File: src/rtl/nibble_adder_pkg.sv
`default_nettype none
// ============================================================================
// Module : nibble_adder_pkg
// Brief  : Shared slice width and FSM encoding for the nibble-serial adder.
// Rev    : 1.0
// ============================================================================
package nibble_adder_pkg;

    localparam int SLICE_W = 4;

    typedef enum logic [1:0] {
        IDLE = 2'd0,
        RUN  = 2'd1,
        DONE = 2'd2
    } state_t;

endpackage
`default_nettype wire

File: src/rtl/ripple_carry_adder.sv
`default_nettype none
// ============================================================================
// Module : ripple_carry_adder
// Brief  : 4-bit ripple-carry adder slice with carry in and carry out.
// Rev    : 1.0
// ============================================================================
module ripple_carry_adder
    import nibble_adder_pkg::*;
(
    input  logic [SLICE_W-1:0] a,
    input  logic [SLICE_W-1:0] b,
    input  logic               c,
    output logic [SLICE_W-1:0] sum,
    output logic               carry
);

    logic [SLICE_W:0] chain;

    assign chain[0] = c;

    for (genvar i = 0; i < SLICE_W; i++) begin : g_bit
        assign sum[i]     = a[i] ^ b[i] ^ chain[i];
        assign chain[i+1] = (a[i] & b[i]) | (chain[i] & (a[i] ^ b[i]));
    end

    assign carry = chain[SLICE_W];

endmodule
`default_nettype wire

File: src/rtl/nibble_serial_adder_ctrl.sv
`default_nettype none
// ============================================================================
// Module : nibble_serial_adder_ctrl
// Brief  : WIDTH-bit adder built from one 4-bit slice stepped LSB-first,
//          one nibble per clock, with valid/ready on both sides.
// Rev    : 1.0
// ============================================================================
module nibble_serial_adder_ctrl
    import nibble_adder_pkg::*;
#(
    parameter int WIDTH = 16
) (
    input  logic             clk,
    input  logic             rst,
    input  logic             in_valid,
    output logic             in_ready,
    input  logic [WIDTH-1:0] a,
    input  logic [WIDTH-1:0] b,
    input  logic             cin,
    output logic             out_valid,
    input  logic             out_ready,
    output logic [WIDTH-1:0] sum,
    output logic             cout
);

    localparam int NSLICE = WIDTH / SLICE_W;
    localparam int IDX_W  = (NSLICE > 1) ? $clog2(NSLICE) : 1;
    localparam logic [IDX_W-1:0] LAST_IDX = IDX_W'(NSLICE - 1);

    state_t             state_q, state_d;
    logic [IDX_W-1:0]   idx_q, idx_d;
    logic [WIDTH-1:0]   a_q, a_d;
    logic [WIDTH-1:0]   b_q, b_d;
    logic [WIDTH-1:0]   sum_q, sum_d;
    logic               carry_q, carry_d;
    logic               cout_q, cout_d;

    logic [SLICE_W-1:0] slice_a;
    logic [SLICE_W-1:0] slice_b;
    logic [SLICE_W-1:0] slice_sum;
    logic               slice_carry;

    assign slice_a = a_q[idx_q*SLICE_W +: SLICE_W];
    assign slice_b = b_q[idx_q*SLICE_W +: SLICE_W];

    ripple_carry_adder u_slice (
        .a     (slice_a),
        .b     (slice_b),
        .c     (carry_q),
        .sum   (slice_sum),
        .carry (slice_carry)
    );

    always_comb begin
        state_d = state_q;
        idx_d   = idx_q;
        a_d     = a_q;
        b_d     = b_q;
        sum_d   = sum_q;
        carry_d = carry_q;
        cout_d  = cout_q;
        case (state_q)
            IDLE: begin
                if (in_valid) begin
                    a_d     = a;
                    b_d     = b;
                    carry_d = cin;
                    idx_d   = '0;
                    sum_d   = '0;
                    state_d = RUN;
                end
            end
            RUN: begin
                sum_d[idx_q*SLICE_W +: SLICE_W] = slice_sum;
                carry_d = slice_carry;
                if (idx_q == LAST_IDX) begin
                    cout_d  = slice_carry;
                    idx_d   = '0;
                    state_d = DONE;
                end else begin
                    idx_d = idx_q + 1'b1;
                end
            end
            DONE: begin
                if (out_ready) begin
                    state_d = IDLE;
                end
            end
            // Unused encoding falls back to a safe idle.
            default: state_d = IDLE;
        endcase
    end

    always_ff @(posedge clk) begin
        if (rst) begin
            state_q <= IDLE;
            idx_q   <= '0;
            a_q     <= '0;
            b_q     <= '0;
            sum_q   <= '0;
            carry_q <= 1'b0;
            cout_q  <= 1'b0;
        end else begin
            state_q <= state_d;
            idx_q   <= idx_d;
            a_q     <= a_d;
            b_q     <= b_d;
            sum_q   <= sum_d;
            carry_q <= carry_d;
            cout_q  <= cout_d;
        end
    end

    assign in_ready  = (state_q == IDLE);
    assign out_valid = (state_q == DONE);
    assign sum       = sum_q;
    assign cout      = cout_q;

endmodule
`default_nettype wire

File: config.mk
export PLATFORM = sky130hd
export DESIGN_NAME = nibble_serial_adder_ctrl
export DESIGN_NICKNAME = d
export VERILOG_FILES = /design/src/rtl/nibble_adder_pkg.sv /design/src/rtl/ripple_carry_adder.sv /design/src/rtl/nibble_serial_adder_ctrl.sv
export SDC_FILE = /design/constraint.sdc
export NUM_CORES = 1
export LEC_CHECK = 0
export ABC_AREA = 0
export CAP_MARGIN = 20
export CELL_PAD_IN_SITES_DETAIL_PLACEMENT = 1
export CELL_PAD_IN_SITES_GLOBAL_PLACEMENT = 1
export CORE_MARGIN = 10
export CORE_UTILIZATION = 30
export CTS_BUF_LIST = sky130_fd_sc_hd__clkbuf_8
export CTS_CLUSTER_DIAMETER = 120
export DETAILED_ROUTE_END_ITERATION = 10
export DONT_BUFFER_PORTS = 1
export GPL_TIMING_DRIVEN = 0
export HOLD_SLACK_MARGIN = 0.03
export PLACE_DENSITY_LB_ADDON = 0.3
export SYNTH_ARGS = -nofsm -noshare
export SYNTH_HDL_FRONTEND = slang
export SYNTH_SLANG_ARGS = --single-unit
File: constraint.sdc
create_clock -name clk -period 3.45 [get_ports clk]
set_input_delay 1.035 -clock clk [delete_from_list [all_inputs] [get_ports clk]]
set_output_delay 1.035 -clock clk [all_outputs]
set_load 0.02 [all_outputs]
==> summary.md, run 1 <==
| Metric | Value |
|---|---|
| Run status | finished, final reports clean |
| Crit path DAT | approximately 3.3 ns |
| Max-cap violations | 0 |
| Vias in the first global route | slightly below 2000 |
| CP Launch Type | flip-flop |
| Worst Hold End | b_q[9]$_SDFFE_PP0P_ |
| Worst VDD drop | 0.1692 mV |
| Worst R2R End | sum[3]$_SDFFE_PP0P_ |
| Synth async-reset ratio | 0% |
| Core box area | 7727 um^2 |
| P_int | about 0.87 mW |
| Syn Nets | just under 300 |
| Synthesized area | approximately 2400 um^2 |
| Total track usage | 11.19% |
| Crit-path max FO | 10 |
| Worst-margin pin slew | approximately 0.59 ns |
| Worst min-delay path startpoint | b_q[9]$_SDFFE_PP0P_ |
| Routed vias/inst | 4.843 |
| Switching Power | 0.3392 mW |
| Drt pass-1 iters | 4 |
| Clk Latency, worst-skew pair | between 0.3 and 0.4 ns |
| Hold_buf cts | 0 |
| IO Count | 56 |
| Global-route wire length before repair | about 10 mm |
| CTS tree | done |
| Residual DRC count | 0 |
| Fin crit period | slightly above 3 ns |
| WS Path Type | flip-flop to flip-flop |
| Leakage | 0.9766 nW |
| Clock transition at path regs | around 0.1 ns |
| H-tree level count | 2 |
| Hold path cells | 2 |
| WL/cell | 17.72 um |
| Hold Violations, Final | 0 |
| Finished Core Util | approximately 34% |
| Pin count of the biggest net entering global routing | 19 |
| FMAX | between 300 and 400 MHz |
| Endpoints failing setup | 0 |
| Antenna viol nets, final | 0 |
| EDFF count, synth | 0 |
| Slew headroom | between 60% and 70% |
| Sequential area share after synthesis | between 40% and 50% |
| R2R depth | 9 |
| Layout area overhead | 9.282% |
| Hold WS | roughly 0.46 ns |
| DP Worst Slack | 0.1114 ns |
| Logic pwr share | between 10% and 20% |
| R2R setup slack | roughly 0.38 ns |
| Clock group share of total power | 30.7% |
| Seq pwr share | roughly 56% |
| Total number of vias | 1758 |
| Final nets | between 300 and 400 |
| Die width | about 110 um |
| Setup WS post-layout | 0.3783 ns |
| Synth Instances | approximately 250 |
| Initial Util | ~30% |
| Mean Syn Cell Area | ~9.4 um^2 |
| Initial antenna violation count | 0 |
| Die height | ~110 um |
| Antenna diodes | 0 |
| Cell variety after synth | 31 |
| DR iter-0 viols | 53 |
| Power Density | 461.9 nW/um^2 |
| Req. time, crit path | approximately 3.7 ns |
| DIE AREA | approximately 12000 um^2 |
| CTS sink cnt | 54 |
| Setup TNS | 0 ns |
| Unrepaired setup endpoints after global routing | no |
| HP Class | flip-flop to flip-flop |
| Root Buffer | clkbuf_8 |
| Fillers | roughly 920 |
| Ys flop type | dfxtp_1 |
| Clk_skew | about 0.011 ns |
| YS warnings | 0 |
| Slew Viols, Final | 0 |
| Total Routed Length | approximately 6.4 mm |
| Row count | 32 |
| RR Startpoint | idx_q[0]$_SDFFE_PP0P_ |
| Crit path capture type | flip-flop |
| Switch share | 28.16% |
| Buffers on Ports | 0 |
| Dpl hpwl | 4.981 mm |
| Bufs on Longest Clock Path | 2 |
| Final period utilization | 89.03% |
| TritonCTS buffer count | 5 |
| Placer Congestion | between 0.7 and 0.8 |
| Layout cell share with drive strength beyond 1 | about 14% |
| Tot Pwr | roughly 1.2 mW |
| Synthesized flop and latch total | 54 |
| GRT overflow | 0 |
worst max path at each step:
stage	from	endpoint	slack, ns	cells past startpoint
after floorplan	idx_q[1]$_SDFFE_PP0P_	sum[11]$_SDFFE_PP0P_	0.62	12
after global placement	idx_q[1]$_SDFFE_PP0P_	sum[15]$_SDFFE_PP0P_	0.16	12
after detailed placement	idx_q[1]$_SDFFE_PP0P_	sum[11]$_SDFFE_PP0P_	0.11	12
after CTS	idx_q[1]$_SDFFE_PP0P_	sum[11]$_SDFFE_PP0P_	0.10	12
after global routing	idx_q[0]$_SDFFE_PP0P_	sum[3]$_SDFFE_PP0P_	0.19	9
final	idx_q[0]$_SDFFE_PP0P_	sum[3]$_SDFFE_PP0P_	0.38	9
layout make-up:
| cell class | instances | area [um^2] | share of cell area (%) |
|---|---|---|---|
| clock buffer | 5 | 68.82 | 2.639 |
| buffer | 18 | 112.6 | 4.319 |
| clock inverter | 3 | 23.77 | 0.9117 |
| sequential | 54 | 1081 | 41.46 |
| tap | 102 | 127.6 | 4.894 |
| inverter | 12 | 45.04 | 1.727 |
| multi-input combinational | 169 | 1149 | 44.05 |
layout by cell type (no fill, tap or decap), drive strengths merged, types with 2 or more instances in the layout:
cell / netlist / routed
nand2: 64 / 64
dfxtp: 54 / 54
a21oi: 39 / 39
a22o: 16 / 16
inv: 12 / 13
buf: 13 / 13
clkbuf: 5 / 10
mux4: 8 / 8
nor2: 7 / 7
nor2b: 4 / 4
mux2: 4 / 4
fa: 4 / 4
ha: 4 / 4
nor3b: 4 / 4
nor3: 2 / 2
and4: 2 / 2
clkinvlp: 0 / 2
or3b: 2 / 2
state kept, by name, indices dropped and copies added (netlist names):
signal / count
idx_q: 2
sum: 16
state_q: 2
a_q: 16
carry_q: 1
cout: 1
b_q: 16
worst max-delay path: stages (launching register included):
cell and delay (ns):
dfxtp_1 0.54, buf_6 0.23, mux4_2 0.54, fa_1 0.42, inv_1 0.07, fa_1 0.15, inv_1 0.05, fa_1 0.48
nor2b_1 0.35, a22o_1 0.18
power by group through the flow:
stage,Sequential [mW],Combinational (mW),Clock [mW]
global placement,0.684,0.164,0
global route,0.675,0.188,0.416
detailed placement,0.685,0.169,0
floorplan,0.679,0.128,0
finish,0.670,0.164,0.370
CTS,0.671,0.170,0.384
cell families after synthesis:
logic type | Yosys count | share of synthesized area (%)
AOI/OAI and AO/OA | 60 | 15.73
adders and majority gates | 8 | 5.454
buffers and inverters | 30 | 6.555
DFF | 54 | 45.31
muxes | 13 | 9.858
and+or+nand+nor | 88 | 17.10
Yosys cell counts (2+ instances only):
library cell,n,share of area [%]
nor2b_1,4,1.0
fa_1,4,3.4
nor3_1,2,0.42
inv_1,12,1.9
clkbuf_1,5,0.79
nand2_1,64,10
dfxtp_1,54,45
nor2_1,7,1.1
buf_2,8,1.7
nor3b_1,2,0.63
mux4_2,8,7.6
a21oi_1,39,8.2
and4_1,2,0.73
mux2_2,4,1.9
buf_6,4,1.9
a22o_1,16,5.9
ha_1,4,2.1
per-layer routing:
metal	global-route usage (%)	share of wire, %	wire length [um]
met5	0	0	0
met2	20.05	51	3308
met1	12.61	42	2688
met4	2.138	0.26	17
met3	3.894	6.5	419
metrics by stage:
| stage | std cells | cell area [um^2] |
|---|---|---|
| detailed placement | 355 | 2514 |
| finish | 363 | 2608 |
| CTS | 363 | 2606 |
| global placement | 355 | 2514 |
| global route | 363 | 2608 |
| floorplan | 253 | 2386 |
timing repair:
action / CTS / global route
buffers inserted: 0 / 0
setup endpoints to repair: 0 / 3
resized for setup: 0 / 2
Note: power is estimated with default switching activity, not from simulation.
==> run 2: changes to the inputs <==
CTS_CLUSTER_DIAMETER = not set   (was 120)
==> results of run 2 <==
The final DEF is identical to that of run 1; final timing and power are the same.
==> patch 1: new RTL, flow settings as in run 1 <==
Set the parameter `WIDTH` to 8 (it was 16).
--- a/src/rtl/nibble_serial_adder_ctrl.sv
+++ b/src/rtl/nibble_serial_adder_ctrl.sv
@@ -8,7 +8,7 @@
 module nibble_serial_adder_ctrl
     import nibble_adder_pkg::*;
 #(
-    parameter int WIDTH = 16
+    parameter int WIDTH = 8
 ) (
     input  logic             clk,
     input  logic             rst,
Interface: changed (resized a, b and sum); port bits go from 56 to 32. The function was not compared with the original's and may differ.
==> patch 1 against run 1 <==
Count of clock-buffer cells in the layout up 1; wire length down 49%; synthesized cell count decreased by 43%; power decreased by 37%; sequential cell count fell by 25; worst setup slack improved by 0.43 ns; area after synthesis fell by 46%; cell area shrank 45%; sequential share of layout area shrank 1.2 points; critical path type unchanged.
==> patch 1: results <==
set metrics [dict create \
    p_leak_nw 0.547 \
    track_usage 0.0953 \
    arrival_ns 2.81 \
    placed_cell_area_mm2 0.00136 \
    cpMaxStageDelayCell "fa_1" \
    tightest_slew_ns 0.517 \
    drive_gt1_frac 0.132 \
    dp_hpwl_um 2450 \
    worstSkewPairLatency_ns 0.28 \
    pre_cts_ws_ns 0.781 \
    wl_per_cell_um 16.2 \
    dp.cells 194 \
    route.vias.total 988 \
    fin_nets 176 \
    drtIter0Drc 37 \
    avgSynthCellArea_um2 8.98 \
    final.setup_skew_ns 0.00452 \
    outcome "complete, no violations" \
    synth_cell_types 23 \
    synth.area.top_cells "dfxtp_1 45%, nand2_1 9.9%, a21oi_1 7.4%" \
    grt_pass1_wl_um 5530 \
    cp_slowest_stage_delay_ns 0.40 \
    synth_common_cells "34 x nand2_1, 29 x dfxtp_1, 19 x a21oi_1" \
    routed_wl_um 3270 \
    syn_nets 169 \
    path_clk_slew_ns 0.06 \
    vdd_drop_max_uv 237 \
    synth_seq_area_share 0.449 \
    first_global_vias 1101 \
    grt_max_degree 11 \
]
-- patch 1: changes by cell type in the layout (fill, tap and decap cells not counted), sizes merged, moves of 3 or more --
cell,delta
a21oi,-19
a22o,-16
buf,-4
dfxtp,-25
ha,-4
inv,-3
mux2i,+4
mux4,-8
nand2,-30
nand2b,+6
nor2,-3
nor2b,-3
o32ai,+8
-- patch 1: kinds of logic after synthesis --
kind of cell | Yosys count | synth area share
and+or+nand+nor | 51 | 0.184
AOI/OAI and AO/OA | 31 | 0.150
DFF | 29 | 0.449
buffers and inverters | 20 | 0.0822
muxes | 9 | 0.0735
adders and majority gates | 4 | 0.0619
-- patch 1: report_power, final --
group / switching [W] / total (W) / internal [W]
clock: 0.000123 / 0.000277 / 0.000155
combinational: 0.0000628 / 0.000106 / 0.0000435
sequential: 0.0000147 / 0.000369 / 0.000355
-- patch 1: routing by layer --
layer	track usage	wire length (µm)
met1	0.0996	1350
met3	0.0530	345
met2	0.153	1510
met5	0	0
met4	0.0449	63
-- patch 1: final timing paths --
check,start,to,slack [ns],cells after the start
setup / recovery,idx_q,carry_q,0.81,10
hold / removal,a_q[4],a_q[4],0.46,2
setup reg to reg,idx_q,carry_q,0.81,10
hold reg to reg,a_q[4],a_q[4],0.46,2
-- patch 1: worst register-to-register path: cells and delay by family, from the launching register on --
family,cells,cell delay (ns)
fa+ha+maj,4,1.13
buf+inv,4,0.46
flops,1,0.34
compound gates,1,0.34
mux,1,0.29
-- patch 1: cell type report --
cell class | count | area (µm²)
plain buffers | 11 | 72.6
clock buffers | 6 | 82.6
clock inverters | 1 | 3.75
fillers | 497 | 2640
inverters | 9 | 33.8
multi-input cells | 95 | 607
flip-flops and latches | 29 | 581
well taps | 50 | 62.6
==> patch 2: new RTL, settings of run 1 <==
Made on the original files. Reset style: asynchronous (`rst`), changed in one clocked block.
--- a/src/rtl/nibble_serial_adder_ctrl.sv
+++ b/src/rtl/nibble_serial_adder_ctrl.sv
@@ -91,7 +91,7 @@
         endcase
     end
 
-    always_ff @(posedge clk) begin
+    always_ff @(posedge clk or posedge rst) begin
         if (rst) begin
             state_q <= IDLE;
             idx_q   <= '0;
Behaviour: differs if rst is asserted again (counterexample within 4 cycles, from zero or initial values and one cycle with rst high); with rst held inactive, the same outputs for 10 cycles.
==> patch 2 against run 1 <==
Wire length decreased by 4.2%; maximum frequency decreased by 4.2%; final cell count decreased by 20%; sequential cell count unchanged; worst setup slack got worse by 0.14 ns; cell area increased by 9.8%; first-iteration DRC count decreased by 25%; synthesized cell count decreased by 31%; area after synthesis increased by 9.7%; highest routed layer unchanged.
Power is not compared: it rests on default switching activity, and its combinational part moved more than twofold at a synthesized area within 25%.
==> patch 2: results <==
set metrics [dict create \
    first_global_vias 1650 \
    met2_usage 0.158 \
    multi_input_area_share 0.398 \
    synth_cell_types 29 \
    met1_usage 0.118 \
    critPathLaunch "idx_q[1]" \
    outcome "complete, no violations" \
    avgSynthCellArea_um2 15.0 \
    worstRegToRegCells 11 \
    fin_nets 228 \
    nonClkBufAreaFrac 0.0328 \
    cp_slowest_stage_delay_ns 0.51 \
    wl_per_cell_um 21.1 \
    gp_congestion 0.734 \
    drtIter0Drc 40 \
    regArea_mm2 0.00135 \
    min_from "a_q[11]" \
    final-clk-cell-share 0.0319 \
    max-slew-margin-rel 0.573 \
    signal_buffers 10 \
    clock_buffers 6 \
    arrival_ns 3.41 \
    grt_use_met3 0.0415 \
    whs_path_depth 1 \
    synth.area.top_cells "dfrtp_1 52%, mux2_4 17%, mux4_2 6.9%" \
]
patch 2: cell count changes after synthesis, sizes merged, moves of 7 or more:
cell / change
nand2: -58
a22o: -7
o2bb2ai: +8
dfrtp: +54
a21oi: -38
dfxtp: -54
mux2: +29
patch 2: cell families (layout without fill, tap and decap cells):
| group | Yosys count | in the layout | share of synthesized area |
|---|---|---|---|
| flops | 54 | 54 | 0.516 |
| mux | 41 | 41 | 0.254 |
| compound gates | 27 | 27 | 0.0846 |
| buf+inv | 23 | 32 | 0.0483 |
| simple gates | 22 | 22 | 0.0473 |
| fa+ha+maj | 8 | 8 | 0.0497 |
patch 2: power by group:
part / internal [W] / total (W) / switching [W]
Clock: 0.000160 / 0.000360 / 0.000201
Combinational: 0.000830 / 0.00166 / 0.000826
Sequential: 0.000913 / 0.00116 / 0.000251
Total: 0.00190 / 0.00318 / 0.00128
